<file path="src/rtl/pwm_pkg.sv">
// Shared constants for the PWM sequencer and the SPI register bank that feeds it.
//   - Timebase / channel geometry constants.
//   - SPI register addresses of the five configuration bytes.
//   - pwm_level(): per-channel compare used by the output stage.
package pwm_pkg;

  localparam int PWM_CNT_W        = 8;
  localparam int PWM_NUM_CH       = 16;
  localparam int PWM_PRE_W        = 16;
  localparam logic [7:0] PWM_DUTY_FULL = 8'hFF;
  localparam int PWM_STAGGER_STEP = 16;

  // SPI register bank addresses
  localparam logic [7:0] REG_EN_OUT_7_0  = 8'h00;
  localparam logic [7:0] REG_EN_OUT_15_8 = 8'h01;
  localparam logic [7:0] REG_EN_PWM_7_0  = 8'h02;
  localparam logic [7:0] REG_EN_PWM_15_8 = 8'h03;
  localparam logic [7:0] REG_PWM_DUTY    = 8'h04;

  // Full-scale duty is forced high so a 100 % channel never shows a
  // one-count low pulse when the count reaches 255.
  function automatic logic pwm_level(input logic [PWM_CNT_W-1:0] cc,
                                     input logic [PWM_CNT_W-1:0] duty);
    return (duty == PWM_DUTY_FULL) ? 1'b1 : (cc < duty);
  endfunction

endpackage

</file>
<file path="src/rtl/pwm_timebase.sv">
// PWM timebase: prescaler, 8-bit PWM count, wrap-tick detect and
// period_start pulse.
//   clk, rst_n    : clock, asynchronous active-low reset
//   cnt           : PWM count, advances once per PRESCALE clk, wraps 255->0
//   wrap_tick     : combinational, high on the tick that wraps cnt 255->0
//   period_start  : registered one-clk pulse aligned with the first clk on
//                   which the controller's registered outputs reflect cnt=0
module pwm_timebase
  import pwm_pkg::*;
#(
  parameter int PRESCALE = 13
) (
  input  logic                 clk,
  input  logic                 rst_n,
  output logic [PWM_CNT_W-1:0] cnt,
  output logic                 wrap_tick,
  output logic                 period_start
);

  localparam logic [PWM_PRE_W-1:0] PRE_MAX = PWM_PRE_W'(PRESCALE - 1);

  logic [PWM_PRE_W-1:0] pre;
  logic                 tick;
  logic                 wrap_q;

  assign tick      = (pre == PRE_MAX);
  assign wrap_tick = tick && (cnt == {PWM_CNT_W{1'b1}});

  // wrap_q marks the clk on which cnt=0 sits in the counter register; the
  // channel outputs are registered from it one clk later, so period_start
  // takes one more stage to line up with them.
  always_ff @(posedge clk or negedge rst_n) begin
    if (!rst_n) begin
      pre          <= '0;
      cnt          <= '0;
      wrap_q       <= 1'b0;
      period_start <= 1'b0;
    end else begin
      pre          <= tick ? '0 : pre + 1'b1;
      if (tick) cnt <= cnt + 1'b1;
      wrap_q       <= wrap_tick;
      period_start <= wrap_q;
    end
  end

endmodule

</file>
<file path="src/rtl/pwm_controller.sv">
// PWM sequencer for 16 outputs configured over SPI.
//   clk, rst_n                      : clock, asynchronous active-low reset
//   en_reg_out_7_0/15_8             : per-channel output enable (not shadowed)
//   en_reg_pwm_7_0/15_8             : per-channel PWM mode (shadowed)
//   pwm_duty_cycle                  : shared duty, 0x00 = 0 %, 0xFF = 100 %
//   out_7_0/out_15_8                : registered channel outputs
//   period_start                    : one-clk pulse per PWM period
// PWM mode and duty are captured into shadows on the wrap tick only, so a
// period always completes with the settings it started with.
module pwm_controller
  import pwm_pkg::*;
#(
  parameter int PRESCALE = 13,
  parameter int STAGGER  = 0
) (
  input  logic       clk,
  input  logic       rst_n,
  input  logic [7:0] en_reg_out_7_0,
  input  logic [7:0] en_reg_out_15_8,
  input  logic [7:0] en_reg_pwm_7_0,
  input  logic [7:0] en_reg_pwm_15_8,
  input  logic [7:0] pwm_duty_cycle,
  output logic [7:0] out_7_0,
  output logic [7:0] out_15_8,
  output logic       period_start
);

  logic [PWM_NUM_CH-1:0] en_out;
  logic [PWM_NUM_CH-1:0] en_pwm;
  logic [PWM_NUM_CH-1:0] sh_pwm;
  logic [PWM_CNT_W-1:0]  sh_duty;
  logic [PWM_CNT_W-1:0]  cnt;
  logic                  wrap_tick;
  logic [PWM_NUM_CH-1:0] ch_next;
  logic [PWM_NUM_CH-1:0] out_q;

  assign en_out = {en_reg_out_15_8, en_reg_out_7_0};
  assign en_pwm = {en_reg_pwm_15_8, en_reg_pwm_7_0};

  pwm_timebase #(
    .PRESCALE(PRESCALE)
  ) u_timebase (
    .clk         (clk),
    .rst_n       (rst_n),
    .cnt         (cnt),
    .wrap_tick   (wrap_tick),
    .period_start(period_start)
  );

  always_ff @(posedge clk or negedge rst_n) begin
    if (!rst_n) begin
      sh_pwm  <= '0;
      sh_duty <= '0;
    end else if (wrap_tick) begin
      sh_pwm  <= en_pwm;
      sh_duty <= pwm_duty_cycle;
    end
  end

  // Per-channel compare: with STAGGER, channel i sees the count advanced
  // by 16*i so the high windows of neighbouring channels do not coincide.
  for (genvar i = 0; i < PWM_NUM_CH; i++) begin : g_ch
    localparam logic [PWM_CNT_W-1:0] OFFS =
      PWM_CNT_W'((STAGGER != 0) ? PWM_STAGGER_STEP * i : 0);
    logic [PWM_CNT_W-1:0] cc;
    assign cc = cnt + OFFS;
    // Enable is applied here, unshadowed, so a disable lands next clk.
    assign ch_next[i] = en_out[i] & (sh_pwm[i] ? pwm_level(cc, sh_duty) : 1'b1);
  end

  always_ff @(posedge clk or negedge rst_n) begin
    if (!rst_n) out_q <= '0;
    else        out_q <= ch_next;
  end

  assign out_7_0  = out_q[7:0];
  assign out_15_8 = out_q[15:8];

endmodule

</file>
<file path="config.mk">
export PLATFORM = sky130hd
export DESIGN_NAME = pwm_controller
export DESIGN_NICKNAME = d
export VERILOG_FILES = /design/src/rtl/pwm_pkg.sv /design/src/rtl/pwm_timebase.sv /design/src/rtl/pwm_controller.sv
export SDC_FILE = /design/constraint.sdc
export NUM_CORES = 1
export LEC_CHECK = 0
export ABC_AREA = 1
export CORE_MARGIN = 5
export CORE_UTILIZATION = 38
export DETAILED_ROUTE_END_ITERATION = 12
export MAX_ROUTING_LAYER = met4
export PLACE_DENSITY = 0.72
export SLEW_MARGIN = 10
export SYNTH_ARGS = -nofsm -noshare
export SYNTH_HDL_FRONTEND = slang
export SYNTH_HIERARCHICAL = 1
export SYNTH_SLANG_ARGS = --single-unit
</file>
<file path="constraint.sdc">
create_clock -name clk -period 2.7 [get_ports clk]
set_clock_uncertainty 0.15 [all_clocks]
set_input_delay 0.405 -clock clk [delete_from_list [all_inputs] [get_ports clk]]
set_output_delay 0.405 -clock clk [all_outputs]
set_load 0.02 [all_outputs]
</file>
* Word-level counts from Yosys, hierarchy flattened *
Index checks and enable logic that the tools add are counted.

cells by class
  $add $sub $neg = 2
  mux-type cells = 18
  reductions and logical operators = 1
  equal/unequal tests = 3
  magnitude comparators = 1
  bitwise logic cells = 16

operator list
  cell                     number
  $mux W1                  17
  $add A16 B1 Y16 const B  1
  $and A1 B1 Y1            16
  $eq A16 B4 Y1 const B    1
  $eq A8 B8 Y1 const B     2
  $mux W16                 1
  $add A8 B1 Y8 const B    1
  $lt A8 B8 Y1             1
  $logic_and A1 B1 Y1      1

word-level totals
  logic and storage cells = 48
  bits in registers = 66
  bits of input ports = 42

* Longest topological paths before layout *
  depth after elaboration = 4
  mapped depth = 12

* Cells and area by module *
Netlist, hierarchy kept.

modules (own cells, without submodules)
  module          instances  cells each  area each (µm²)  seq. area each (µm²)
  pwm_controller  1          161         1788.0           1001.0
  pwm_timebase    1          195         1462.7           650.6

* Worst setup path before layout *
OpenSTA, ideal clock, no wires.

  path type = register to register
  start = register u_timebase.pre[0]
  end = register sh_duty[0]
  library setup time = 125 ps
  data arrival time = 1724 ps
  slack = 701 ps
  data required time = 2425 ps
  cell stages (with the launch flop) = 9
  path through = dfrtp_1 > inv_1 > ha_1 > nand4_1 > nor2_1 > nand4_1 > nor2_1 > buf_2 > mux2_2

between the ends
  word-level cells in the longest chain between the ends = 2

ends and longest elaborated chain
  what                      line                  RTL
  start: declaration        pwm_timebase.sv:22    logic [PWM_PRE_W-1:0] pre;
  start signal: assignment  pwm_timebase.sv:39    pre <= tick ? '0 : pre + 1'b1;
  $eq A16 B4 Y1             pwm_timebase.sv:26    assign tick = (pre == PRE_MAX);
  $logic_and A1 B1 Y1       pwm_timebase.sv:27    assign wrap_tick = tick && (cnt == {PWM_CNT_W{1'b1}});
  named net wrap_tick       pwm_controller.sv:33  logic wrap_tick;
  end signal: assignment    pwm_controller.sv:56  sh_duty <= pwm_duty_cycle;
  end: declaration          pwm_controller.sv:31  logic [PWM_CNT_W-1:0] sh_duty;

The timed path passes the listed nets, and every way through them passes these cells.
A chain may end at the register's enable or synchronous reset.

* Worst setup path in the final report *
  start = register u_timebase.pre[0]
  end = register sh_pwm[3]

between the ends
  word-level cells in the longest chain between the ends = 2

ends and longest elaborated chain
  what                    line                  RTL
  $eq A16 B4 Y1           pwm_timebase.sv:26
  $logic_and A1 B1 Y1     pwm_timebase.sv:27
  named net wrap_tick     pwm_controller.sv:33
  end signal: assignment  pwm_controller.sv:55  sh_pwm <= en_pwm;
  end: declaration        pwm_controller.sv:30  logic [PWM_NUM_CH-1:0] sh_pwm;

The timed path passes the listed nets, and every way through them passes these cells.

==> reports/qor.csv <==
stage,metric,value,unit
worst_setup_path,crit path kind,reg -> reg,
cts,total clock sinks,66,
hold_path,Min-Delay Path Class,reg -> reg,
placed_design,Final GP Congestion,0.860,
worst_setup_path,startpoint class of the critical path,flip-flop,
sta,WHS,0.249,ns
final_layout,layout cells sized above 1,0.152,
sta,total negative slack,0,ns
final_layout,Nets,474,
worst_setup_path,CP endpoint kind,flip-flop,
floorplan,Initial Util,0.394,
cts,CTS Buf Count,9,
yosys,Syn Nets,408,
placed_design,post-DP HPWL,4.95,mm
yosys,mapped cell area,3250,um2
worst_setup_path,R2R setup slack,0.56,ns
yosys,Unique masters post-synth,29,
route,via count,2448,
floorplan,Die X,102,um
flow_run,Max Cap Viol,0,
cts,H-tree lvl count,3,
power_and_ir_drop,maximum vdd drop,407,uV
cts,CTS Buffer Depth,2,
cts,clk root buf,clkbuf_8,
final_layout,Ant. Diodes,0,
route,Routed WL,6.58,mm
floorplan,Core Region,8260,um2
cts,CTS tree,yes,
yosys,area share of fa/ha/maj cells after synthesis,0.0385,
final_layout,Multi-input gate area,1350,um2
sta,RSZ-0062 raised after global routing,no,
power_and_ir_drop,Lkg Pwr,0.00208,uW
route,drt wl/cell,12.4,um
final_layout,Sequential cell area,1650,um2
global_route,first-pass GRT wire length,11.4,mm
worst_setup_path,data arrival time of the worst path,2.21,ns
power_and_ir_drop,pwr dens,494,nW/um2
global_route,GRT Util Overall,0.143,
global_route,vias in the first global route,2449,
yosys,synthesized area per cell,9.13,um2
yosys,Post-synth EDFFs,0,
sta,PnR worst setup slack,0.562,ns
cts,Clock Pin Slew Worst Setup and Hold Paths,0.08,ns
yosys,ys flop type,dfrtp_1,
placed_design,placed cells,515,
worst_setup_path,"Max FO, Critical Path",32,
global_route,antenna violations before repair,0,
final_layout,layout filler cell count,773,
sta,Peak Freq,0.468,GHz
floorplan,die footprint,10500,um2
yosys,Syn Inst Count,356,
floorplan,Site Rows,33,
cts,clock latency on the worst-skew pair,0.35,ns
sta,Least-Margin Pin Slew,0.705,ns
yosys,Seq cells post-synth,66,
sta,Fin. Hold Viols,0,
final_layout,Syn-to-layout area delta,28.5,%
placed_design,post-place setup slack,0.554,ns
yosys,mux share of post-synthesis cell area,0.0589,
final_layout,"most common cell after layout, fill and taps aside",nand2_1,
global_route,grt ovf,0,
final_layout,"commonest non-fill, non-tap cells in the layout","nand2_1 (90), dfrtp_1 (66), clkdlybuf4s50_1 (57)",
sta,Tmin final,2.14,ns
route,Iteration-0 DRC Markers,91,
yosys,top post-synthesis cells by area,"dfrtp_1 (51%), nand2_1 (10%), mux2_2 (5.9%)",
yosys,Synth Warn #,6,
yosys,"Seq/Total Area, Yosys",0.508,
yosys,Yosys top cell area share,0.508,
sta,worst relative slew slack,0.530,
sta,final setup fails,0,
worst_setup_path,Worst EP required,2.78,ns
route,# DRC,0,
route,Via density,4.60,
floorplan,Die Y,102,um
yosys,cell taking the most area after synthesis,dfrtp_1,
yosys,complex-gate fraction of the synthesized area,0.0246,
route,ANT nets after route,0,
global_route,largest net degree at the start of global routing,39,
route,First-pass DRT Iterations,4,
floorplan,boundary pin count,59,
placed_design,IO Port Bufs,58,
final_layout,Final Non-Filler Cells,532,
yosys,largest family of logic cells by synthesized area,simple AND/OR/NAND/NOR gates,
outcome,outcome,"finished, final reports clean",
yosys,post-synthesis async set-or-reset flop share,1.00,
sta,Final period util,0.792,
final_layout,final core utilization,0.506,
yosys,post-synthesis simple-gate area fraction,0.264,
sta,Final Max Slew Viols,0,
yosys,xor-xnor portion of the synthesized cell area,0.0296,
==> final cells by class <==
type,count,share of cell area
clock buffer,9,0.0296
clock inverter,7,0.0240
inverter,53,0.0488
multi-input combinational,231,0.324
sequential,66,0.395
tap,105,0.0314
timing repair buffer,61,0.147
==> power by group <==
group          internal [uW]  total, uW  leakage, uW  switching (uW)
clock network            528        929     0.000114             401
registers               1000       1000     0.000828            3.06
logic                   79.0        133      0.00113            54.0
==> per-layer routing <==
| layer | vias to the layer above | share of wire | track usage |
|---|---|---|---|
| met5 | - | 0 | - |
| met1 | 1125 | 0.44 | 0.172 |
| met2 | 73 | 0.48 | 0.220 |
| met4 | 0 | 0.0076 | 0.0363 |
| li1 | 1244 | - | - |
| met3 | 6 | 0.073 | 0.0629 |
==> kinds of logic after synthesis <==
logic type      after synthesis
xor+xnor                     11
buf+inv                      59
mux                          17
flops                        66
simple gates                178
compound gates               15
fa+ha+maj                    10
==> Yosys cell counts, types with 4 or more instances <==
| cell | n |
|---|---|
| dfrtp_1 | 66 |
| ha_1 | 10 |
| inv_1 | 50 |
| mux2_2 | 17 |
| nand2_1 | 90 |
| nand2_2 | 5 |
| nand3_1 | 19 |
| nand3_2 | 10 |
| nand4_1 | 8 |
| nor2_1 | 35 |
| nor2_2 | 4 |
| o21ai_0 | 9 |
| xnor2_1 | 5 |
| xor2_1 | 6 |
==> final timing paths <==
| check | start | end | cells past startpoint |
|---|---|---|---|
| max | u_timebase/pre[0] | sh_pwm[3] | 8 |
| min | u_timebase/wrap_q | u_timebase/period_start | 0 |
| max reg2reg | u_timebase/pre[0] | sh_pwm[3] | 8 |
| min reg2reg | u_timebase/wrap_q | u_timebase/period_start | 0 |
| max in group asynchronous | rst_n | u_timebase/cnt[7] | 3 |
| min in group asynchronous | rst_n | u_timebase/pre[3] | 2 |
==> per-stage QoR <==
| stage | cell area, um2 | power [uW] |
|---|---|---|
| detailed placement | 3940 | 1160 |
| finish | 4180 | 2060 |
| floorplan | 3250 | 1050 |
| CTS | 4180 | 2100 |
| global placement | 3940 | 1160 |
| global route | 4180 | 2150 |
==> sequential cells by signal (all words and copies together) (netlist names) <==
name / flops
out_q: 16
u_timebase/wrap_q: 1
sh_pwm: 16
sh_duty: 8
u_timebase/cnt: 8
u_timebase/period_start: 1
u_timebase/pre: 16
==> worst max-delay path, cell delays in order, from the launching register on <==
cell	delay, ns
dfrtp_1	0.45
inv_1	0.09
ha_1	0.16
nand4_1	0.08
nor2_1	0.17
nand4_1	0.12
nor2_2	0.10
buf_4	0.32
mux2_2	0.38
==> timing repair <==
action	in CTS	in global routing
setup buffers	0	0
hold endpoints to repair	28	0
hold buffers	1	0
resized for setup	0	0
No activity file was read; power rests on OpenSTA's default activity.
